File: config.mk
export PLATFORM = sky130hd
export DESIGN_NAME = pmem_arbiter
export DESIGN_NICKNAME = d
export VERILOG_FILES = /design/src/rtl/pmem_arbiter.sv
export SDC_FILE = /design/constraint.sdc
export NUM_CORES = 1
export LEC_CHECK = 0
export ABC_AREA = 1
export CAP_MARGIN = 10
export CORE_AREA = 10 10 532 534
export CTS_CLUSTER_SIZE = 30
export DETAILED_ROUTE_END_ITERATION = 8
export DIE_AREA = 0 0 542 544
export PLACE_DENSITY = 0.3
export SLEW_MARGIN = 20
export SYNTH_ARGS = -nofsm -noshare
export SYNTH_HDL_FRONTEND = slang
export SYNTH_SLANG_ARGS = --single-unit
File: constraint.sdc
create_clock -name clk -period 1.3 [get_ports clk]
set_input_delay 0.26 -clock clk [delete_from_list [all_inputs] [get_ports clk]]
set_output_delay 0.26 -clock clk [all_outputs]
set_load 0.1 [all_outputs]
File: src/rtl/pmem_arbiter.sv
// Round-robin arbiter sharing one physical-memory port
// between the I-cache and D-cache line controllers.
module pmem_arbiter #(
  parameter int ADDR_W = 32,
  parameter int LINE_W = 256
) (
  input  logic              clk,
  input  logic              rst_n,
  input  logic              i_pmem_read,
  input  logic [ADDR_W-1:0] i_pmem_address,
  output logic              i_pmem_resp,
  output logic [LINE_W-1:0] i_pmem_rdata,
  input  logic              d_pmem_read,
  input  logic              d_pmem_write,
  input  logic [ADDR_W-1:0] d_pmem_address,
  input  logic [LINE_W-1:0] d_pmem_wdata,
  output logic              d_pmem_resp,
  output logic [LINE_W-1:0] d_pmem_rdata,
  output logic              pmem_read,
  output logic              pmem_write,
  output logic [ADDR_W-1:0] pmem_address,
  output logic [LINE_W-1:0] pmem_wdata,
  input  logic              pmem_resp,
  input  logic [LINE_W-1:0] pmem_rdata,
  output logic              busy,
  output logic              grant_d
);

  typedef enum logic {
    IDLE = 1'b0,
    BUSY = 1'b1
  } state_t;

  state_t              state;
  logic                owner;
  logic                op_write;
  logic                rr_next;
  logic [ADDR_W-1:0]   addr_q;
  logic [LINE_W-1:0]   wdata_q;

  logic req_i;
  logic req_d;
  logic win_d;

  assign req_i = i_pmem_read;
  assign req_d = d_pmem_read | d_pmem_write;
  // D wins when alone, or on a tie when it holds the turn
  assign win_d = req_d & (~req_i | rr_next);

  always_ff @(posedge clk or negedge rst_n) begin
    if (!rst_n) begin
      state    <= IDLE;
      owner    <= 1'b0;
      op_write <= 1'b0;
      rr_next  <= 1'b0;
      addr_q   <= '0;
      wdata_q  <= '0;
    end else begin
      unique case (state)
        IDLE: begin
          if (req_i | req_d) begin
            state    <= BUSY;
            owner    <= win_d;
            op_write <= win_d & d_pmem_write;
            addr_q   <= win_d ? d_pmem_address
                              : i_pmem_address;
            wdata_q  <= d_pmem_wdata;
          end
        end
        BUSY: begin
          if (pmem_resp) begin
            state   <= IDLE;
            rr_next <= ~owner;
          end
        end
        default: state <= IDLE;
      endcase
    end
  end

  assign busy         = (state == BUSY);
  assign grant_d      = owner;
  assign pmem_read    = busy & ~op_write;
  assign pmem_write   = busy & op_write;
  assign pmem_address = addr_q;
  assign pmem_wdata   = wdata_q;

  // only the owner sees the completion strobe
  assign i_pmem_resp  = busy & pmem_resp & ~owner;
  assign d_pmem_resp  = busy & pmem_resp & owner;
  assign i_pmem_rdata = pmem_rdata;
  assign d_pmem_rdata = pmem_rdata;

endmodule

==> results.cfg <==
[run]
cap_viol_max_count = 0

[sta]
period_share_pct = 153
setup_violations = 585
worst_pin_slew_ps = 411
clock_skew_ps = 30.7
rsz0062_at_grt = true
hold_viol = 0
slew_violations = 0
whs_ps = 115
fmax_mhz = 501
fin_ws_ps = -695
relSlewSlack_pct = 72.5
period_needed_ps = 1990

[floorplan]
num_rows = 192
io_pins = 1388
die_h_um = 544
coreArea_um2 = 272000
die_w_um = 542
initial_core_util_pct = 5.73
die-area_um2 = 295000

[place]
place_congestion = 0.782
port_buffers = 619
placed_cells = 5611
dp_hpwl_um = 121000
place_ws_ps = -1110

[route]
dr_total_vias = 13200
wl_um = 145000
wl_per_cell_um = 24.9
ant_nets = 0
drt-initial-drc-count = 534
vias_per_cell = 2.26
drt_pre_antenna_iters = 6
drc_errors = 0

[synth]
netlist.top_cell.by_area = dfrtp_1
syn_area_per_cell_um2 = 8.24
syn_nets = 2476
yosys_warnings = 0
synth_top_area_share_pct = 46.8
ys_seq_elements = 292
synthCells = 1894
synthesis.area_um2 = 15600
synth_cell_types = 13
yosysSeqAreaShare_pct = 46.8
synth.area.top_cells = dfrtp_1 47%, buf_4 25%, nand2_1 21%, buf_6 2.2%, nand3_1 2.1%

[layout]
area_growth_pct = 98.8
drive_above_1_share_pct = 40.0
nets = 2787
multi_input_area_um2 = 4760
final_common_cell = nand2_1
post-route-util_pct = 11.4
area.sequential_um2 = 7410
fin_cells = 5832
layout_common_cells = 681 x nand2_1, 344 x buf_12, 323 x clkdlybuf4s50_1, 211 x dfrtp_1, 130 x nand2_2
n_fill_cell = 31300

[worst_setup_path]
critPathLaunchType = flop
worstPathRequired_ps = 1040
critPathCaptureType = output port
setup.worst_path.start = busy
critical_path_arrival_ps = 1730
r2r-start = busy
critPathKind = reg2out
crit_fanout = 4

[status]
outcome = finished with violations
violations = setup timing

[hold_path]
min-delay-start = d_pmem_wdata[34]
hold_class = in2reg

[pwr]
power_frac_clock_pct = 11.1
p_per_area_nw_per_um2 = 3650
comb_power_share_pct = 70.5
power_mw = 113
switchingPower_mw = 63.7
leakagePower_nw = 13.4
p_int_mw = 49.6
ir_drop_uv = 1490
p_sw_share_pct = 56.2
p_seq_share_pct = 18.4

[global_routing]
grt_start_max_net_pins = 47
grt-ovfl-total = 0
grt_pass1_wl_um = 178000
antenna_found_initial = 15
grt_use_total_pct = 9.39
first_global_vias = 14600

[clock_tree]
cts_buffer_depth = 3
htree_num_levels = 2
cts_num_sinks = 292
clock_latency_ps = 680
clk_pin_slew_worst_paths_ps = 60
cts_buffers = 45
cts_tree = done
cts_root_buffer = clkbuf_16
==> state kept, by name, summed over array words and instances, names as in the netlist <==
signal / count
rr_next: 1
pmem_address: 32
op_write: 1
grant_d: 1
pmem_wdata: 256
busy: 1
==> power by group through the flow <==
stage	Clock (mW)	Sequential [mW]	Combinational (mW)
floorplan	0	50.1	14.6
global placement	0	20.8	72.8
detailed placement	0	20.7	72.7
CTS	13.3	21.0	79.5
global route	13.6	21.5	83.8
finish	12.6	20.9	79.8
==> area by class of cell <==
type	instances	share of cell area [%]
Antenna cell	4	0.0323
Tap cell	3589	14.5
Sequential cell	292	23.9
Clock buffer	64	4.18
Inverter	71	0.887
Multi-Input combinational cell	947	15.4
Timing Repair Buffer	848	40.6
Clock inverter	17	0.561
==> through the flow <==
step	TNS, ps	instance area [um2]
floorplan	-35960	15600
global placement	-267850	25900
detailed placement	-270410	25900
CTS	-209070	29700
global route	-244950	31000
finish	-200380	31000
==> path summary, 6_finish.rpt <==
kind / endpoint / slack, ps / cells after the start
setup / recovery: pmem_read / -690 / 5
hold / removal: pmem_wdata[34] / 120 / 3
setup reg to reg: pmem_wdata[67] / -560 / 11
hold reg to reg: pmem_wdata[140] / 540 / 2
max in group asynchronous: pmem_wdata[224] / 430 / 4
min in group asynchronous: pmem_wdata[6] / 210 / 3
==> per-layer routing <==
metal / wire length, um / GRT usage (%) / vias to the layer above
li1: - / - / 5829
met1: 48000 / 8.97 / 6114
met2: 61500 / 13.9 / 885
met3: 28500 / 8.39 / 365
met4: 6830 / 4.28 / 12
met5: 652 / 1.46 / -
==> synth_stat cells (all sizes together) <==
| cell type | instances |
|---|---|
| a21oi | 2 |
| buf | 574 |
| clkbuf | 10 |
| dfrtp | 292 |
| inv | 71 |
| nand2 | 873 |
| nand3 | 65 |
| nor2 | 4 |
| o21ai | 3 |
==> what timing repair did <==
action	CTS	global route
pin swaps	3	48
hold buffers	7	0
gates cloned	31	9
hold endpoints to repair	297	0
gates resized for setup	232	313
buffers inserted	72	38
setup endpoints to repair	584	585
==> kinds of logic after synthesis <==
group / synth area share, %
buffers and inverters: 29.8
flip-flops: 46.8
AO/OA/AOI/OAI: 0.232
AND/OR/NAND/NOR: 23.2
==> worst max-delay path, stage by stage, from the launching register on <==
cell and delay [ps]:
dfrtp_4 410, buf_6 120, clkinv_4 50, buf_12 110
nor2_4 160, buf_12 200
Power figures use the tool's default switching activity.
